[config.mk]
export PLATFORM = sky130hd
export DESIGN_NAME = ddram_arbiter
export DESIGN_NICKNAME = d
export VERILOG_FILES = /design/src/rtl/ddram_arbiter.sv
export SDC_FILE = /design/constraint.sdc
export NUM_CORES = 1
export LEC_CHECK = 0
export BUFFER_PORTS_ARGS = -buffer_cell sky130_fd_sc_hd__buf_2
export CAP_MARGIN = 40
export CORE_AREA = 4 4 147 149
export CTS_CLUSTER_SIZE = 25
export DETAILED_ROUTE_END_ITERATION = 6
export DIE_AREA = 0 0 151 153
export GPL_TIMING_DRIVEN = 0
export HOLD_SLACK_MARGIN = 0.02
export PLACE_DENSITY = 0.75
export SYNTH_ARGS = -nofsm -noshare
export SYNTH_HDL_FRONTEND = slang
export SYNTH_SLANG_ARGS = --single-unit
[constraint.sdc]
create_clock -name clk -period 2.5 [get_ports clk]
set_input_delay 0.125 -clock clk [delete_from_list [all_inputs] [get_ports clk]]
set_output_delay 0.125 -clock clk [all_outputs]
set_load 0.02 [all_outputs]
[src/rtl/ddram_arbiter.sv]
// Two-requester (MCR/SDRAM) arbiter onto a single-beat 64-bit DDRAM port; grant-to-done 3 cycles for writes, 3 + read latency for reads.
// DDRAM_BUSY holds the command stable in ISSUE; requesters hold req until their done pulse.
module ddram_arbiter #(
   parameter logic [28:0] MCR_BASE   = 29'h0000000,
   parameter logic [28:0] SDRAM_BASE = 29'h0100000,
   parameter int          STARVE_MAX = 4
) (
   input  logic        clk,
   input  logic        reset_n,
   input  logic [13:0] mcr_addr,
   input  logic [48:0] mcr_data_in,
   output logic [48:0] mcr_data_out,
   input  logic        mcr_req,
   input  logic        mcr_write,
   output logic        mcr_done,
   input  logic [21:0] sdram_addr,
   input  logic [31:0] sdram_data_in,
   output logic [31:0] sdram_data_out,
   input  logic        sdram_req,
   input  logic        sdram_write,
   output logic        sdram_done,
   input  logic        DDRAM_BUSY,
   output logic [7:0]  DDRAM_BURSTCNT,
   output logic [28:0] DDRAM_ADDR,
   output logic [63:0] DDRAM_DIN,
   output logic [7:0]  DDRAM_BE,
   output logic        DDRAM_WE,
   output logic        DDRAM_RD,
   input  logic [63:0] DDRAM_DOUT,
   input  logic        DDRAM_DOUT_READY
);

   localparam int            CW         = $clog2(STARVE_MAX + 1);
   localparam logic [CW-1:0] STARVE_LIM = CW'(STARVE_MAX);

   typedef enum logic [1:0] {IDLE, ISSUE, WAIT_RD, DONE} state_t;

   state_t        state, state_nxt;
   logic          gnt_sd, gnt_wr, gnt_hi;
   logic [28:0]   cmd_addr;
   logic [63:0]   cmd_din;
   logic [7:0]    cmd_be;
   logic [CW-1:0] starve_cnt;
   logic          mask_mcr, mask_sd;
   logic          grant_mcr, grant_sd;

   // Priority is decided first; a winner whose done pulsed last cycle is then
   // suppressed, since its req may still be the stale one from that transaction.
   always_comb begin
      grant_mcr = 1'b0;
      grant_sd  = 1'b0;
      if (state == IDLE) begin
         if (starve_cnt == STARVE_LIM && sdram_req)
            grant_sd = !mask_sd;
         else if (mcr_req)
            grant_mcr = !mask_mcr;
         else if (sdram_req)
            grant_sd = !mask_sd;
      end
   end

   always_ff @(posedge clk or negedge reset_n) begin
      if (!reset_n)
         state <= IDLE;
      else
         state <= state_nxt;
   end

   always_comb begin
      state_nxt = state;
      case (state)
         IDLE:    if (grant_mcr || grant_sd) state_nxt = ISSUE;
         ISSUE:   if (!DDRAM_BUSY) state_nxt = gnt_wr ? DONE : WAIT_RD;
         WAIT_RD: if (DDRAM_DOUT_READY) state_nxt = DONE;
         DONE:    state_nxt = IDLE;
         default: state_nxt = IDLE;
      endcase
   end

   always_comb begin
      DDRAM_WE   = 1'b0;
      DDRAM_RD   = 1'b0;
      DDRAM_ADDR = '0;
      DDRAM_DIN  = '0;
      DDRAM_BE   = '0;
      mcr_done   = 1'b0;
      sdram_done = 1'b0;
      if (state == ISSUE) begin
         DDRAM_WE   = gnt_wr;
         DDRAM_RD   = !gnt_wr;
         DDRAM_ADDR = cmd_addr;
         DDRAM_DIN  = cmd_din;
         DDRAM_BE   = cmd_be;
      end
      if (state == DONE) begin
         mcr_done   = !gnt_sd;
         sdram_done = gnt_sd;
      end
   end

   assign DDRAM_BURSTCNT = 8'd1;

   always_ff @(posedge clk or negedge reset_n) begin
      if (!reset_n) begin
         gnt_sd         <= 1'b0;
         gnt_wr         <= 1'b0;
         gnt_hi         <= 1'b0;
         cmd_addr       <= '0;
         cmd_din        <= '0;
         cmd_be         <= '0;
         starve_cnt     <= '0;
         mask_mcr       <= 1'b0;
         mask_sd        <= 1'b0;
         mcr_data_out   <= '0;
         sdram_data_out <= '0;
      end else begin
         mask_mcr <= mcr_done;
         mask_sd  <= sdram_done;

         if (grant_mcr) begin
            gnt_sd   <= 1'b0;
            gnt_wr   <= mcr_write;
            gnt_hi   <= 1'b0;
            cmd_addr <= MCR_BASE + {15'b0, mcr_addr};
            cmd_din  <= {15'b0, mcr_data_in};
            cmd_be   <= 8'hFF;
         end else if (grant_sd) begin
            gnt_sd   <= 1'b1;
            gnt_wr   <= sdram_write;
            gnt_hi   <= sdram_addr[0];
            cmd_addr <= SDRAM_BASE + {8'b0, sdram_addr[21:1]};
            cmd_din  <= {sdram_data_in, sdram_data_in};
            cmd_be   <= sdram_addr[0] ? 8'hF0 : 8'h0F;
         end

         if (!sdram_req || grant_sd)
            starve_cnt <= '0;
         else if (grant_mcr && starve_cnt != STARVE_LIM)
            starve_cnt <= starve_cnt + CW'(1);

         // Only READY seen in WAIT_RD belongs to our command.
         if (state == WAIT_RD && DDRAM_DOUT_READY) begin
            if (gnt_sd)
               sdram_data_out <= gnt_hi ? DDRAM_DOUT[63:32] : DDRAM_DOUT[31:0];
            else
               mcr_data_out <= DDRAM_DOUT[48:0];
         end
      end
   end

endmodule

---- After elaboration in Yosys (flattened, before gate mapping) ----
Index checks and enable logic that the tools add are counted.
cells by class
  add/sub/neg operators ................... 2
  equality and inequality tests ........... 8
  multiplexer cells ....................... 35
  bitwise logic cells ..................... 1
  reduce and logical (&&, ||, !) cells .... 16
operators with widths
  operator                                               number
  2-to-1 mux 64 bit                                      3
  2-to-1 mux 29 bit                                      3
  2-to-1 mux 32 bit                                      1
  2-to-1 mux 8 bit                                       4
  adder 21 x 21 -> 22 bit, first input constant          1
  2-to-1 mux 1 bit                                       18
  one-hot mux 2 bit (4 select lines)                     1
  2-to-1 mux 2 bit                                       3
  2-to-1 mux 3 bit                                       2
  zero test 1 bit                                        5
  == test 2 bit, second input constant                   2
  inequality test 2 bit, second input constant           2
  AND reduction 2 bit                                    2
  nonzero test 2 bit                                     2
  adder 3 x 1 -> 3 bit, second input constant            1
  == test 3 bit, second input constant                   1
  logical AND 1 bit                                      3
  inequality test 3 bit, second input constant           1
  AND reduction 3 bit                                    1
  == test 2 x 1 -> 1 bit, second input constant          1
  zero test 2 bit                                        1
  logical OR 1 bit                                       2
  inequality test 2 x 1 -> 1 bit, second input constant  1
  NOT 1 bit                                              1
storage, ports and cells
  register bits after elaboration ......... 192
  bits of input ports ..................... 189
  word-level logic and storage cells ...... 74

---- Depth between registers and ports, before layout ----
  depth after elaboration ................. 8
  depth in mapped cells ................... 10
  mapped depth without buffers ............ 6

---- Least setup slack after synthesis ----
No wires, ideal clock.
  path kind ............................... reg2reg
  start ................................... reg state[0]
  end ..................................... reg state[1]
  library setup time ...................... 0.128 ns
  arrival time ............................ 1.736 ns
  required time ........................... 2.372 ns
  path slack .............................. 0.636 ns
  stages on the path, launching flop included .. 8
  path through ............................ dfrtp_1 inv_1 ha_1 and3b_1 buf_4 a22oi_4 a221o_1 mux2_1
between the ends
  word-level cells in the longest chain between the ends .. 5
  elaborated cells on any way between the ends .. 12
  those cells by class .................... 6 x eq/ne; 3 x mux; 3 x reduce/logical
ends and longest elaborated chain
  item                                             RTL line  text
  start, declared                                  38        state_t state, state_nxt;
  start signal, assigned                           66        state <= state_nxt;
  zero test 2 bit                                  52, 71
  2-to-1 mux 1 bit                                 52        if (state == IDLE) begin
  logical OR 1 bit                                 72        IDLE: if (grant_mcr || grant_sd) state_nxt = ISSUE;
  inequality test 2 x 1 -> 1 bit (no source line)  n/a
  AND reduction 3 bit (no source line)             n/a
Parallel ways exist; a longest one is shown, timed or not.
A chain may end at the register's enable or synchronous reset.

---- Worst setup path in the final report ----
  start ................................... reg state[1]
  end ..................................... out DDRAM_DIN[10]
between the ends
  word-level cells in the longest chain between the ends .. 2
ends and longest elaborated chain
  item                    RTL line  text
  == test 2 x 1 -> 1 bit  88        if (state == ISSUE) begin
  2-to-1 mux 64 bit       88
  end, declared           25        output logic [63:0] DDRAM_DIN,
No other way between the ends.

==> out/metrics.csv <==
metric,value,unit
status,completed,
fin_nets,1555,
die_y,153,microns
place_congestion,0.8187,
avgSynthCellArea,10.74,sq um
path_delay_family,buffers and inverters,
die_area,23100,sq um
timing.fmax,422.9,MHz
drc,0,
grtUsageMet2,45.13,%
die_w,151,microns
wl,31580,microns
worstMarginPinSlew,0.6415,ns
grt_usage,26.75,%
netlist_instances,779,
dpl_cell_area,10630,sq um
grt_overflow_total,0,
cts_root_buf,clkbuf_16,
grt_use_met3,7.137,%
fin_worst_skew,0.01770,ns
cap_violations,0,
clk_pin_slew,0.07,ns
cts_buffer_depth,2,
portBuffers,367,
drive_gt1_share,36.59,%
cp_max_fo,10,
path_cells,inv_1 > ha_1 > clkbuf_4 > clkbuf_1 > and2_1 > buf_2,
grt_pass1_wl,48380,microns
syn_area,8369,sq um
grt-busiest-layer,met2,
use_met1,30.40,%
synthFlopType,dfrtp_1,
area_growth,56.14,%
cp_num_buf_inv,4,
hold_path_class,input port to flip-flop,
cts_tree,built,
max_slew_margin,57.23,%
antenna_found_initial,1,
cp.required,2.38,ns
vias,8227,
ir_drop,0.0007101,V
p_leak,0.006893,uW
ys_seq_area_share,53.52,%
synth_edf_count,0,
core_area,20170,sq um
endpoint_kind,output port,
clk_latency,0.43,ns
dp_hpwl,20870,microns
setup_viol,0,
yosysUniqueCellTypes,34,
drtPass1Iterations,5,
cts-buffers-inserted,17,
vias_per_cell,5.001,
numClockSinks,179,
worstPathArrival,2.24,ns
worst_path_max_delay_cell,clkbuf_1,
finalCriticalPeriod,2.364,ns
slowest_delay,0.44,ns
p_per_area,1098,nW/um^2
rows,52,
holdWs,0.05060,ns
rsz0062_at_grt,no,
yosys_warnings,0,
async_flop_share,100.0,%
report.final.slew_viol_count,0,
ant_nets,0,
io_pins,383,
finalCritPeriodShare,94.58,%
drt-wirelength-per-cell,19.20,microns
grt_pass1_vias,9122,
hold_violations,0,
critPathLaunchType,flip-flop,
drt-initial-drc-count,373,
htree_levels,4,
grt_max_degree,101,
crit_type,flip-flop to output port,
start_util,41.50,%
ys_seq_elements,179,
stdcell_area,13070,sq um
[worst min-delay path: stages]
cell and delay [ns]:
buf_2 0.08, mux2i_1 0.06, o21ai_0 0.16
[per-layer routing]
| layer | wire [microns] | part of all wire, % |
|---|---|---|
| met1 | 11790 | 37 |
| met2 | 15490 | 49 |
| met3 | 2649 | 8.4 |
| met4 | 1659 | 5.3 |
| met5 | 0 | 0 |
[cell families (layout without fill, tap and decap cells)]
group / after synthesis / count (layout) / share of synthesized area, %
xor gates and xnor gates: 2 / 2 / 0.2093
buffers and inverters: 78 / 658 / 5.292
AOI/OAI and AO/OA: 127 / 127 / 8.925
muxes: 131 / 131 / 16.42
and+or+nand+nor: 253 / 253 / 14.50
DFF: 179 / 179 / 53.52
other: 2 / 18 / 0.08973
adders and majority gates: 7 / 7 / 1.046
[power by group]
part	total (uW)	switching, uW	internal (uW)	leakage [uW]
registers	4940	719	4220	0.00222
clock network	2820	1340	1480	0.000305
logic	6580	3980	2600	0.00437
[layout by cell type (no fill, tap or decap), drive strengths merged, types with 16 or more instances in the layout]
cell and instances:
dfrtp 179, clkbuf 43, buf 417, dlygate4sd3 180
a22oi 16, o21ai 81, and2 92, mux2i 81
nand2 144, mux2 50
[flip-flops by register name, summed over array words and instances (netlist names), 2 cells and up]
signal / flops
cmd_addr: 22
cmd_be: 2
cmd_din: 64
mcr_data_out: 49
sdram_data_out: 32
starve_cnt: 3
state: 2
[per-stage QoR]
step / worst slack (ns) / instances / TNS, ns / total power [uW] / utilization (%)
floorplan: 0.6361 / 792 / 0 / 8850 / -
global placement: -1.635 / 1429 / -289.56 / 11020 / 52.52
detailed placement: -0.06878 / 1430 / -0.2063 / 11210 / 52.70
CTS: 0.08805 / 1642 / 0 / 14290 / 64.75
global route: 0.001787 / 1643 / 0 / 15200 / 64.76
finish: 0.1356 / 1645 / 0 / 14340 / 64.79
[cell usage after synthesis (3+ instances only)]
cell	count	area [sq um]
a21oi_1	15	75.07
a22o_1	8	70.07
a22oi_1	15	112.6
and2_1	92	575.6
buf_2	21	105.1
buf_4	23	172.7
buf_6	5	56.30
clkbuf_1	25	93.84
dfrtp_1	179	4479
ha_1	7	87.58
inv_1	4	15.01
mux2_2	49	551.8
mux2i_1	81	810.8
nand2_1	144	540.5
nand3_1	4	20.02
nor2_1	4	15.01
nor2b_1	3	18.77
o21ai_0	75	375.4
o21ai_1	6	30.03
[timing repair]
action / 4_1_cts / 5_1_grt
hold buffers: 180 / 0
endpoints found under the setup margin: 96 / 0
hold endpoints to repair: 246 / 0
setup buffers: 0 / 0
resized for setup: 4 / 0
[path summary, 6_finish.rpt]
kind | start | endpoint | slack [ns] | depth (start not counted)
setup / recovery | state[1]$_DFFE_PN0P_ | DDRAM_DIN[10] | 0.14 | 6
hold reg to reg | cmd_din[63]$_DFFE_PN0P_ | cmd_din[63]$_DFFE_PN0P_ | 0.47 | 1
max in group asynchronous | reset_n | mcr_data_out[2]$_DFFE_PN0P_ | 1.34 | 3
hold / removal | DDRAM_DOUT[62] | sdram_data_out[30]$_DFFE_PN0P_ | 0.05 | 3
min in group asynchronous | reset_n | cmd_din[23]$_DFFE_PN0P_ | 0.25 | 2
setup reg to reg | state[0]$_DFFE_PN0P_ | cmd_din[32]$_DFFE_PN0P_ | 0.23 | 8
[cell type report]
| cell class | count | area, sq um |
|---|---|---|
| Antenna cell | 3 | 7.507 |
| Buffer | 74 | 435.4 |
| Clock buffer | 18 | 439.2 |
| Clock inverter | 14 | 181.4 |
| Fill cell | 1478 | 7102 |
| Inverter | 4 | 15.01 |
| Multi-Input combinational cell | 535 | 3496 |
| Sequential cell | 179 | 4479 |
| Tap cell | 270 | 337.8 |
| Timing Repair Buffer | 548 | 3676 |
No activity file was read; power rests on OpenSTA's default activity.
